--- config.mk ---
export PLATFORM = sky130hd
export DESIGN_NAME = fp_pipe_adder
export DESIGN_NICKNAME = d
export VERILOG_FILES = /design/src/rtl/fp_pkg.sv /design/src/rtl/fp_lzc.sv /design/src/rtl/fp_pipe_adder.sv
export SDC_FILE = /design/constraint.sdc
export NUM_CORES = 1
export LEC_CHECK = 0
export CAP_MARGIN = 10
export CORE_MARGIN = 5
export CORE_UTILIZATION = 35
export CTS_CLUSTER_SIZE = 16
export DETAILED_ROUTE_END_ITERATION = 8
export SYNTH_ARGS = -nofsm -noshare
export SYNTH_HDL_FRONTEND = slang
export SYNTH_SLANG_ARGS = --single-unit
--- constraint.sdc ---
create_clock -name clk -period 7.09 [get_ports clk]
set_clock_uncertainty 0.1 [all_clocks]
set_input_delay 1.0635 -clock clk [delete_from_list [all_inputs] [get_ports clk]]
set_output_delay 1.0635 -clock clk [all_outputs]
set_load 0.1 [all_outputs]
--- src/rtl/fp_pkg.sv ---
// Shared definitions for the pipelined floating-point adder: word width,
// exception exponent and the stage-register record.
package fp_pkg;

  localparam int EXP_FW = 16;
  localparam int SIG_FW = 64;

  function automatic int fp_width(input int expW, input int manW);
    return 1 + expW + manW;
  endfunction

  // All-ones exponent of the given width, marking infinities/NaNs and overflow.
  function automatic logic [EXP_FW-1:0] fp_exc_exp(input int expW);
    return EXP_FW'((32'd1 << expW) - 32'd1);
  endfunction

  // Fields are sized for the widest supported format; narrower instances use the low bits.
  typedef struct packed {
    logic              valid;
    logic              sign;
    logic [EXP_FW-1:0] exponent;
    logic [SIG_FW-1:0] significand;
    logic              overflow;
  } fp_stage_t;

endpackage

--- src/rtl/fp_lzc.sv ---
// Leading-zero counter; an all-zero input reports WIDTH.
module fp_lzc #(
  parameter int WIDTH = 24,
  localparam int CNT_W = $clog2(WIDTH + 1)
) (
  input  logic [WIDTH-1:0] value_i,
  output logic [CNT_W-1:0] count_o
);

  always_comb begin
    count_o = CNT_W'(WIDTH);
    for (int i = 0; i < WIDTH; i++) begin
      if (value_i[i]) count_o = CNT_W'(WIDTH - 1 - i);
    end
  end

endmodule

--- src/rtl/fp_pipe_adder.sv ---
// Three-stage floating-point adder/subtractor (align, add, normalise) with a
// single global advance so all stages move together under backpressure.
module fp_pipe_adder
  import fp_pkg::*;
#(
  parameter int EXP_W = 8,
  parameter int MAN_W = 23,
  localparam int W = fp_width(EXP_W, MAN_W)
) (
  input  logic         clk,
  input  logic         rst,
  input  logic         in_valid,
  output logic         in_ready,
  input  logic [W-1:0] a,
  input  logic [W-1:0] b,
  input  logic         op,
  output logic         out_valid,
  input  logic         out_ready,
  output logic [W-1:0] S,
  output logic         Overflow
);

  localparam int SIG_W = MAN_W + 1;
  localparam int SUM_W = MAN_W + 2;
  localparam int XE_W  = EXP_W + 2;
  localparam int CNT_W = $clog2(SIG_W + 1);
  localparam logic [EXP_W-1:0] EXC_EXP = EXP_W'(fp_exc_exp(EXP_W));

  fp_stage_t        s1_q, s1_d, s2_q, s2_d;
  logic [SIG_W-1:0] s1Small_q, s1Small_d;
  logic             s1Sub_q, s1Sub_d, s2Sub_q, s2Sub_d;
  logic             outValid_q, outOvf_q, outOvf_d;
  logic [W-1:0]     outS_q, outS_d;
  logic             advance;

  logic [EXP_W-1:0] expA, expB, bigExp, smallExp, shift;
  logic [SIG_W-1:0] sigA, sigB, bigSig, smallSig, bigSig2;
  logic             signB, aBig, bigSign, smallSign;
  logic [SUM_W-1:0] sum2, sum3;
  logic [CNT_W-1:0] lzCount;
  logic [SIG_W-1:0] normSig;
  logic signed [XE_W-1:0] expX, normExp;

  assign advance   = !outValid_q || out_ready;
  assign in_ready  = advance;
  assign out_valid = outValid_q;
  assign S         = outS_q;
  assign Overflow  = outOvf_q;

  // Unpack with denormal flush, order operands by magnitude, align the smaller one.
  always_comb begin
    expA      = a[W-2 -: EXP_W];
    expB      = b[W-2 -: EXP_W];
    sigA      = (expA == '0) ? '0 : {1'b1, a[MAN_W-1:0]};
    sigB      = (expB == '0) ? '0 : {1'b1, b[MAN_W-1:0]};
    signB     = b[W-1] ^ op;
    aBig      = {expA, sigA} >= {expB, sigB};
    bigExp    = aBig ? expA : expB;
    smallExp  = aBig ? expB : expA;
    bigSig    = aBig ? sigA : sigB;
    smallSig  = aBig ? sigB : sigA;
    bigSign   = aBig ? a[W-1] : signB;
    smallSign = aBig ? signB : a[W-1];
    shift     = bigExp - smallExp;

    s1_d             = '0;
    s1_d.valid       = in_valid;
    s1_d.sign        = bigSign;
    s1_d.exponent    = EXP_FW'(bigExp);
    s1_d.significand = SIG_FW'(bigSig);
    s1_d.overflow    = (expA == EXC_EXP) || (expB == EXC_EXP);
    s1Small_d        = (int'(shift) >= MAN_W + 2) ? '0 : (smallSig >> shift);
    s1Sub_d          = bigSign ^ smallSign;
  end

  always_comb begin
    bigSig2          = s1_q.significand[SIG_W-1:0];
    sum2             = s1Sub_q ? ({1'b0, bigSig2} - {1'b0, s1Small_q})
                               : ({1'b0, bigSig2} + {1'b0, s1Small_q});
    s2_d             = s1_q;
    s2_d.significand = SIG_FW'(sum2);
    s2Sub_d          = s1Sub_q;
  end

  fp_lzc #(.WIDTH(SIG_W)) u_lzc (
    .value_i (sum3[SIG_W-1:0]),
    .count_o (lzCount)
  );

  // Normalise, then pick between exact zero, underflow, exponent overflow and a normal pack.
  always_comb begin
    sum3 = s2_q.significand[SUM_W-1:0];
    expX = $signed({2'b00, s2_q.exponent[EXP_W-1:0]});
    if (sum3[SUM_W-1]) begin
      normSig = sum3[SUM_W-1:1];
      normExp = expX + XE_W'(1);
    end else begin
      normSig = sum3[SIG_W-1:0] << lzCount;
      normExp = expX - XE_W'(lzCount);
    end

    outOvf_d = s2_q.overflow;
    if (sum3 == '0) begin
      outS_d = {s2Sub_q | s2_q.sign, {(W-1){1'b0}}};
    end else if (normExp[XE_W-1] || normExp == '0) begin
      outS_d = {s2_q.sign, {(W-1){1'b0}}};
    end else if (normExp >= $signed({2'b00, EXC_EXP})) begin
      outS_d   = {s2_q.sign, EXC_EXP, {MAN_W{1'b0}}};
      outOvf_d = 1'b1;
    end else begin
      outS_d = {s2_q.sign, normExp[EXP_W-1:0], normSig[MAN_W-1:0]};
    end
  end

  always_ff @(posedge clk) begin
    if (rst) begin
      s1_q       <= '0;
      s1Small_q  <= '0;
      s1Sub_q    <= 1'b0;
      s2_q       <= '0;
      s2Sub_q    <= 1'b0;
      outValid_q <= 1'b0;
      outS_q     <= '0;
      outOvf_q   <= 1'b0;
    end else if (advance) begin
      s1_q       <= s1_d;
      s1Small_q  <= s1Small_d;
      s1Sub_q    <= s1Sub_d;
      s2_q       <= s2_d;
      s2Sub_q    <= s2Sub_d;
      outValid_q <= s2_q.valid;
      outS_q     <= outS_d;
      outOvf_q   <= outOvf_d;
    end
  end

endmodule

== Word level (Yosys, flattened, before mapping) ==
Cells that the tools add are included.

* Latch bits: 0
* Output and inout port bits: 35
* Word-level logic and storage cells: 81
* Memories: 0
* Bits in read-only memories: 0
* Register bits: 131
* Bits in writable memories: 0
* Input port bits: 69

* Reduce and logical (&&, ||, !) cells: 8
* Eq/ne operators: 2
* Mux-type cells: 42
* $add $sub $neg: 5
* Magnitude comparators: 3
* Multiply operators: 0
* Bitwise logic cells: 3
* Div/mod/pow operators: 0
* Shift operators: 2

{| class="wikitable"
|+ Operators with widths
! kind !! count
|-
| 24-bit two-way mux || 5
|-
| 5-bit two-way mux || 16
|-
| 31-bit two-way mux || 2
|-
| 32-bit greater-or-equal comparator || 1
|-
| 32-bit two-way mux || 1
|-
| 4-bit two-way mux || 8
|-
| 24-bit by 24-bit adder with 25-bit output || 1
|-
| 25-bit zero test || 1
|-
| 25-bit two-way mux || 1
|-
| 24-bit by 24-bit subtractor with 25-bit output || 1
|-
| 24-bit by 5-bit left shift with 23-bit output || 1
|-
| 24-bit by 8-bit >> shifter with 24-bit output || 1
|-
| 23-bit two-way mux || 1
|-
| 8-bit == test, second input constant || 2
|-
| 8-bit zero test || 2
|-
| 8-bit two-way mux || 2
|-
| 10-bit by 9-bit greater-or-equal comparator with 1-bit output, second input constant || 1
|-
| 10-bit zero test || 1
|-
| 10-bit two-way mux || 1
|-
| 8-bit by 1-bit adder with 9-bit output, second input constant || 1
|-
| 8-bit by 5-bit subtractor with 9-bit output || 1
|-
| 8-bit by 5-bit greater-or-equal comparator with 1-bit output, second input constant || 1
|-
| 8-bit subtractor || 1
|-
| 1-bit two-way mux || 5
|-
| 4 further kinds || 7
|}

== Logic depth before layout (Yosys ltp) ==
Gate-level depths: netlist (run 1).

* Depth in word-level cells: 30
* Depth in mapped cells: 28
* Depth with buffers taken out: 22

== Modules after synthesis ==
From an unflattened synthesis (run 1), not the netlist that was laid out.

* Cell total of the unflattened synthesis: 1490
* Area total of the unflattened synthesis: 11126.9 sq um

{| class="wikitable"
|+ By module, submodules not included
! module !! instances !! sequential area each (sq um) !! cells an instance !! area each (sq um)
|-
| fp_pipe_adder || 1 || 2622.5 || 1442 || 10861.7
|-
| fp_lzc || 1 || 0.0 || 48 || 265.3
|}

== Worst setup path before layout (run 1) ==
Ideal clock, no wire load.

* Path kind: input to register
* Start: input port a[27]
* End: register s1Small_q[1]
* Data arrival time: 6.364 ns
* Setup time: 0.074 ns
* Buffers on the path: 7
* Stages: 28
* Setup slack: 0.552 ns
* Required time: 6.916 ns
* Cell sequence: clkbuf_1 > nor4_1 > nand2_1 > clkbuf_1 > nand2_1 > inv_1 > ha_1 > and4_1 > and2_1 > a2111oi_4 > a311o_1 > buf_6 > nand2_2 > clkbuf_1 > buf_1 > a21oi_1 > ha_1 > nor3b_1 > o22ai_1 > o41a_1 > and4_1 > clkbuf_1 > clkbuf_1 > mux2i_1 > nor2_1 > a2111oi_0 > a21oi_1 > o21ai_0

* Word-level cells in the longest chain between the ends: 7
* Elaborated cells between the ends (all ways): 10
* Classes of those cells: add/sub: 1; order compare: 2; shift: 1; mux: 5; reduce/logical: 1

{| class="wikitable"
|+ Ends and longest elaborated chain
! element !! line !! RTL
|-
| from (decl) || fp_pipe_adder.sv:14 || <nowiki>input logic [W-1:0] a,</nowiki>
|-
| 8-bit zero test || fp_pipe_adder.sv:54 || <nowiki>sigA = (expA == '0) ? '0 : {1'b1, a[MAN_W-1:0]};</nowiki>
|-
| 24-bit two-way mux || fp_pipe_adder.sv:54 ||
|-
| 32-bit greater-or-equal comparator || fp_pipe_adder.sv:57 || <nowiki>aBig = {expA, sigA} >= {expB, sigB};</nowiki>
|-
| 8-bit two-way mux, on equally long branches || fp_pipe_adder.sv:58, fp_pipe_adder.sv:59 ||
|-
| 8-bit subtractor || fp_pipe_adder.sv:64 || <nowiki>shift = bigExp - smallExp;</nowiki>
|-
| 24-bit by 8-bit >> shifter with 24-bit output / 8-bit by 5-bit greater-or-equal comparator with 1-bit output (equally long branches) || fp_pipe_adder.sv:72 || <nowiki>s1Small_d = (int'(shift) >= MAN_W + 2) ? '0 : (smallSig >> shift);</nowiki>
|-
| 24-bit two-way mux * || fp_pipe_adder.sv:72 ||
|-
| to (signal assigned) || fp_pipe_adder.sv:127 || <nowiki>s1Small_q <= s1Small_d;</nowiki>
|-
| to (decl) || fp_pipe_adder.sv:30 || <nowiki>logic [SIG_W-1:0] s1Small_q, s1Small_d;</nowiki>
|}

Every way passes the cells marked *; elsewhere a longest branch is shown, timed or not.
A chain may end at the register's enable or synchronous reset.

== Worst setup path after layout (run 1) ==
* Start: input port a[28]
* End: register s1Small_q[5]

The elaborated chain is that of the path after synthesis.

==> results of run 1 <==
sequential cells by signal, indices dropped and copies added (netlist names), 8 cells and up:
signal,count
S,32
bigSig2,24
expX,8
s1Small_q,24
s1_q,11
s2_q,28
layout by cell type (no fill, tap or decap), types with 7 or more instances in the layout:
master / instances
nand2_1: 215
nor2_1: 173
a21oi_1: 136
dfxtp_1: 131
clkdlybuf4s50_1: 102
o21ai_0: 86
mux2i_1: 72
ha_1: 65
inv_1: 56
xnor2_1: 46
nand3_1: 46
nor3_1: 44
buf_4: 43
a211oi_1: 37
nor4_1: 17
o211ai_1: 17
clkbuf_16: 17
and2_1: 16
nor2b_1: 16
a22oi_1: 15
nand2b_1: 13
a22o_1: 13
a31oi_1: 12
or3_1: 12
o31ai_1: 11
o22ai_1: 11
o21a_1: 10
a311oi_1: 10
mux2_2: 10
nand4_1: 8
a211o_1: 7
a21o_1: 7
mux4_2: 7
power by group through the flow:
stage | registers [mW] | clock network, mW | logic (mW)
3_5_place_dp | 1.09 | 0 | 3.13
2_1_floorplan | 1.29 | 0 | 2.09
4_1_cts | 1.07 | 0.957 | 3.15
6_report | 1.08 | 0.933 | 3.17
3_3_place_gp | 1.09 | 0 | 3.13
5_1_grt | 1.10 | 0.989 | 3.44
layer usage:
layer / share of wire / global-route usage / wire (microns) / up-vias
met1: 0.46 / 0.289 / 18000 / 5438
li1: - / - / - / 5785
met5: 0 / 0 / 0 / -
met3: 0.048 / 0.0229 / 1870 / 65
met4: 0.035 / 0.0776 / 1360 / 0
met2: 0.45 / 0.334 / 17500 / 367
critical path: stages:
cell,delay [ps]
clkdlybuf4s50_1,510
nor4_1,410
nand2_1,80
buf_4,230
and2_1,220
ha_1,310
and4_1,240
and2_1,190
a2111oi_4,430
a311o_1,290
buf_4,210
nand2_2,80
a21oi_1,140
ha_1,290
nor3b_1,100
o22ai_1,160
o41a_1,180
and4_1,220
buf_12,190
mux2_2,360
mux2_2,270
a2111oi_1,430
a211o_1,150
layout make-up:
| type | count | area, sq um | share of cell area |
|---|---|---|---|
| Clock buffer | 17 | 425 | 0.0318 |
| Clock inverter | 15 | 186 | 0.0139 |
| Inverter | 62 | 233 | 0.0174 |
| Multi-Input combinational cell | 1260 | 8050 | 0.601 |
| Sequential cell | 131 | 2620 | 0.196 |
| Tap cell | 402 | 503 | 0.0376 |
| Timing Repair Buffer | 147 | 1370 | 0.102 |
cell families (layout without fill, tap and decap cells):
| logic type | Yosys count | count (layout) | synth area share |
|---|---|---|---|
| AND/OR/NAND/NOR | 602 | 602 | 0.243 |
| flip-flops | 131 | 131 | 0.232 |
| buffers and inverters | 174 | 241 | 0.0593 |
| AO/OA/AOI/OAI | 451 | 451 | 0.264 |
| multiplexers | 89 | 89 | 0.0875 |
| XOR/XNOR | 51 | 51 | 0.0394 |
| adder cells (fa/ha/maj) | 67 | 67 | 0.0754 |
worst min path at each step:
stage | startpoint | endpoint | slack (ps) | depth (start not counted)
after floorplan | s2_q[81] | s2_q[81] | 330 | 2
after global placement | s2Sub_q | s2Sub_q | 340 | 2
after detailed placement | S[29] | S[29] | 350 | 2
after CTS | s1_q[82] | s2_q[82] | 350 | 2
after global routing | s1_q[81] | s1_q[81] | 370 | 2
final | S[29] | S[29] | 350 | 2
==> results.md, run 1 <==
- Worst Setup Start Kind: input port
- Hold_ws: 353 ps
- CTS resizes: 0
- Worst endpoint required time: ~7400 ps
- Share of cells above drive strength 1: 0.0748
- MaxCap Viol Count: 0
- Setup crit end: s1Small_q[5]
- Clock power frac: 0.180
- PortBufs: 103
- Post-synth EDFFs: 0
- R2R Path Start: s2_q[1]
- Fin util: 0.422
- Max Clock Freq: 153 MHz
- Ys flop type: dfxtp_1
- Initial Utilization: 0.357
- Reg2reg path depth: 21
- CTS Sinks: about 130
- Clk_lat worst skew: 420 ps
- HPWL after DPL: 29500 microns
- Die height: between 150 and 200 microns
- Final design area excluding fillers: 13400 sq um
- GRT Util Overall: 0.208
- Finished Layout Cells: 2034
- Global-route wire length before repair: 61700 microns
- Worst hold path class: reg -> reg
- Yosys warns: 0
- I/O pin total: 104
- # fillers: between 3k and 4k
- Pin count of the biggest net entering global routing: a little over 80
- Std-Cell Rows: between 60 and 70
- Min Clock Period, post-route: 6540 ps
- Initial DRC count: 933
- VDD IR-drop max: 197 uV
- Drc violations: 0
- Setup WS post-layout: 554 ps
- Final ANT Viol Nets: 0
- Root Driver: clkbuf_16
- CTS max path bufs: 2
- Arr. time, crit path: 6800 ps
- Nets: 1755
- GP Congestion: ~0.97
- Synth unique cells: 90
- Combinational power share: 0.612
- Top-count cell post-synth: nand2_1
- Final Hold Vio Count: 0
- Final wirelength: 38700 microns
- Placed cells: around 2.0k
- Net Sw Power: 2.59 mW
- Max Slew Vio Count: 0
- Post-CTS Hold Fix Bufs: 0
- Crit. End Element: register
- Mapped Cells: 1565
- CTS buffer count: 17
- Asr flop ratio synth: 0
- Reg2reg end: S[22]
- Dpl ws: 229 ps
- Final setup fails: 0
- ANT cells: 0
- Die ar.: 36100 sq um
- PD cells: around 390 nW/um^2
- CTS tree: yes
- #FFs+latches synth: 131
- Setup Buffers After CTS: 0
- Post-synth top area cell: dfxtp_1
- Worst slew pin tran: about 990 ps
- Critical path peak fanout: 27
- Pint: approximately 2.6 mW
- DR vias: approximately 12k
- Mapped Area: 11300 sq um
- DR WL/cell: 19.0 microns
- Register area share after synthesis: 0.232
- Vias in the first global route: 11.2k
- Relative slew slack: 0.336
- RSZ-0062 raised after global routing: no
- Die span in x: 190 microns
- Run status: finished, final reports clean
- Leak Pwr: 5.34 nW
- Setup TNS: 0 ps
- Most instantiated cells after synthesis: nand2_1 (215), nor2_1 (175), a21oi_1 (136)
- Placed inst area: 12800 sq um
- Switching part of the total: 0.500
- Flop pwr share: 0.208
- H-tree levels: 4
- Post-synth top area share: 0.232
- Initial DRT Pass Iterations: 5
- Syn Area/Cell: 7.24 sq um
- Core ar.: between 30000 and 40000 sq um
- Initial antenna violation count: 0
- Overall power: 5.18 mW
- Remaining global-route overflow: 0
- Clock-pin slew on the worst setup and hold paths: roughly 70 ps
- Synthesized Nets: 1701
- Critical path class: in -> reg
- Worst reg2reg setup slack: ~1300 ps
- Top area cells in the synthesized netlist: dfxtp_1 (23%), ha_1 (7.2%), nand2_1 (7.1%), mux2i_1 (6.4%), a21oi_1 (6.0%)
- Worst Setup SP: a[28]
- Via/cell ratio: approximately 5.7
- Synth-to-Final Area Change: 18.2%
- Period utilisation layout: 0.922
Note: power is estimated with default switching activity, not from simulation.
==> inputs of run 2 (changes only) <==
--- a/config.mk
+++ b/config.mk
@@ -7,9 +7,11 @@
 export LEC_CHECK = 0
 export CAP_MARGIN = 10
 export CORE_MARGIN = 5
-export CORE_UTILIZATION = 35
+export CORE_UTILIZATION = 49
 export CTS_CLUSTER_SIZE = 16
 export DETAILED_ROUTE_END_ITERATION = 8
+export PLACE_DENSITY = 0.7
+export SKIP_LAST_GASP = 1
 export SYNTH_ARGS = -nofsm -noshare
 export SYNTH_HDL_FRONTEND = slang
 export SYNTH_SLANG_ARGS = --single-unit
==> results.md, run 2 (synthesized netlist as in run 1, its figures left out) <==
- GRT Util Overall: 0.270
- R2R Path Start: s2_q[2]
- Std-Cell Rows: 55
- Reg2reg path depth: 22
- Final Hold Vio Count: 0
- Leak Pwr: approximately 5.3 nW
- Worst slew pin tran: slightly below 1000 ps
- CTS max path bufs: 2
- Final wirelength: 36000 microns
- Commonest non-fill, non-tap cell in the layout: nand2_1
- MaxCap Viol Count: 0
- Max Clock Freq: about 160 MHz
- CTS resizes: 0
- Setup TNS: 0 ps
- Flip-flop count of the largest register after layout: 32
- Pin count of the biggest net entering global routing: between 60 and 70
- Critical path's top delay family: simple AND/OR/NAND/NOR gates
- Crit-path cells: clkdlybuf4s50_1 > nor4_1 > nand2_1 > buf_4 > and2_1 > ha_1 > and4_1 > nand3_1 > or4_1 > a311o_1 > and4_4 > a21oi_1 > ha_1 > nor3b_1 > o22ai_1 > o41a_1 > and4_1 > buf_4 > mux2_2 > a2111oi_0 > o21ai_1 > o211ai_2
- Initial antenna violation count: 0
- VDD IR-drop max: roughly 210 uV
- Root Driver: clkbuf_16
- CTS buffer count: 17
- Nets: about 1.8k
- DR WL/cell: 18.8 microns
- Run status: finished, final reports clean
- Drc violations: 0
- Max Slew Vio Count: 0
- Setup crit end: s1Small_q[2]
- Crit path depth: 22
- Synth-to-Final Area Change: 16.3%
- CP max stage cell: clkdlybuf4s50_1
- Worst endpoint required time: 7350 ps
- CP bufs+invs: 3
- Remaining global-route overflow: 0
- Finished Layout Cells: between 1.5k and 2k
- Final ANT Viol Nets: 0
- Overall power: 5.09 mW
- Initial DRT Pass Iterations: 6
- H-tree levels: 4
- Worst Setup Start Kind: input port
- Commonest non-fill, non-tap cells in the layout: nand2_1 (215), nor2_1 (173), a21oi_1 (136), dfxtp_1 (131), clkdlybuf4s50_1 (102)
- Core ar.: approximately 23000 sq um
- RSZ-0062 raised after global routing: no
- Initial DRC count: 947
- CTS Sinks: ~130
- Period utilisation layout: 0.888
- Via/cell ratio: 6.06
- Hold Path Stages: 2
- Initial Utilization: 0.499
- Die height: about 160 microns
- Worst hold path class: reg -> reg
- Clk_lat worst skew: 430 ps
- Critical path peak fanout: 26
- Reg2reg end: S[12]
- Die span in x: 162 microns
- I/O pin total: 104
- CTS tree: yes
- Relative slew slack: 0.345
- Final setup fails: 0
- CP peak stage delay: 480 ps
- Placed cells: 1882
- Setup Buffers After CTS: 0
- # fillers: 2154
- Post-CTS Hold Fix Bufs: 0
- Critical path class: in -> reg
- Worst reg2reg setup slack: between 1000 and 1500 ps
- Share of cells above drive strength 1: 0.0731
- ANT cells: 0
- Clock-pin slew on the worst setup and hold paths: around 70 ps
- Min Clock Period, post-route: 6300 ps
- Vias in the first global route: 10.9k
- Arr. time, crit path: around 6600 ps
- DR vias: around 12k
- PortBufs: 103
- Worst Setup SP: a[30]
- Crit. End Element: register
- Global-route wire length before repair: between 50000 and 60000 microns
- HPWL after DPL: 27400 microns
- PD cells: 386 nW/um^2
- GP Congestion: 0.974
- Die ar.: 26300 sq um
## run 2: cell count changes in the layout (fill, tap and decap cells not counted)
cell	before	now
inv_2	5	4
clkinv_8	1	0
buf_12	1	0
clkinv_2	1	2
bufinv_16	2	1
clkinvlp_4	1	2
inv_6	6	5
inv_8	4	1
buf_4	43	41
clkinv_4	0	5
## run 2: final cells by class
class / count / area, sq um / area share
inverter: 62 / 234 / 0.0178
multi-input combinational: 1260 / 8050 / 0.611
timing repair buffer: 144 / 1330 / 0.101
clock inverter: 15 / 149 / 0.0113
tap: 285 / 357 / 0.0271
clock buffer: 17 / 425 / 0.0323
sequential: 131 / 2620 / 0.199
## run 2: stage by stage
step / setup slack [ps] / hold slack (ps) / utilization / instance area (sq um)
after CTS: 778 / 353 / 0.580 / 13200
after global placement: 443 / 339 / 0.555 / 12600
final: 795 / 349 / 0.580 / 13200
after detailed placement: 344 / 344 / 0.555 / 12600
after global routing: 347 / 369 / 0.580 / 13200
after floorplan: 552 / 332 / - / 11300
## run 2: metal layers
metal  vias up  part of all wire  track usage
li1       5795                 -            -
met1      5373              0.44        0.356
met2       369              0.47        0.442
met3        62             0.052       0.0386
met4         0             0.038        0.117
met5         -                 0            0
## run 2: worst min-delay path by stage
stage	to	slack (ps)	from
2_1_floorplan	s2_q[81]	330	s2_q[81]
3_3_place_gp	S[28]	340	S[28]
3_5_place_dp	s2_q[0]	340	s2_q[0]
4_1_cts	S[28]	350	S[28]
5_1_grt	s1_q[81]	370	s1_q[81]
6_report	S[30]	350	S[30]
## run 2: worst min-delay path, cell delays in order (launching register included)
cell and delay [ps]:
dfxtp_1 310, nand2_1 50, a21oi_1 50
## run 2: report_power, final
group	leakage, nW	internal (mW)	switching (mW)
Clock	0.277	0.492	0.376
Combinational	3.94	1.18	1.97
Sequential	1.08	0.873	0.201
Total	5.29	2.54	2.54
==> inputs of run 3 (changes only) <==
--- a/config.mk
+++ b/config.mk
@@ -15,3 +15,4 @@
 export SYNTH_ARGS = -nofsm -noshare
 export SYNTH_HDL_FRONTEND = slang
 export SYNTH_SLANG_ARGS = --single-unit
+export TNS_END_PERCENT = 5
==> results of run 3 <==
Same layout as run 2: the final DEF is identical, and so are final timing and power.
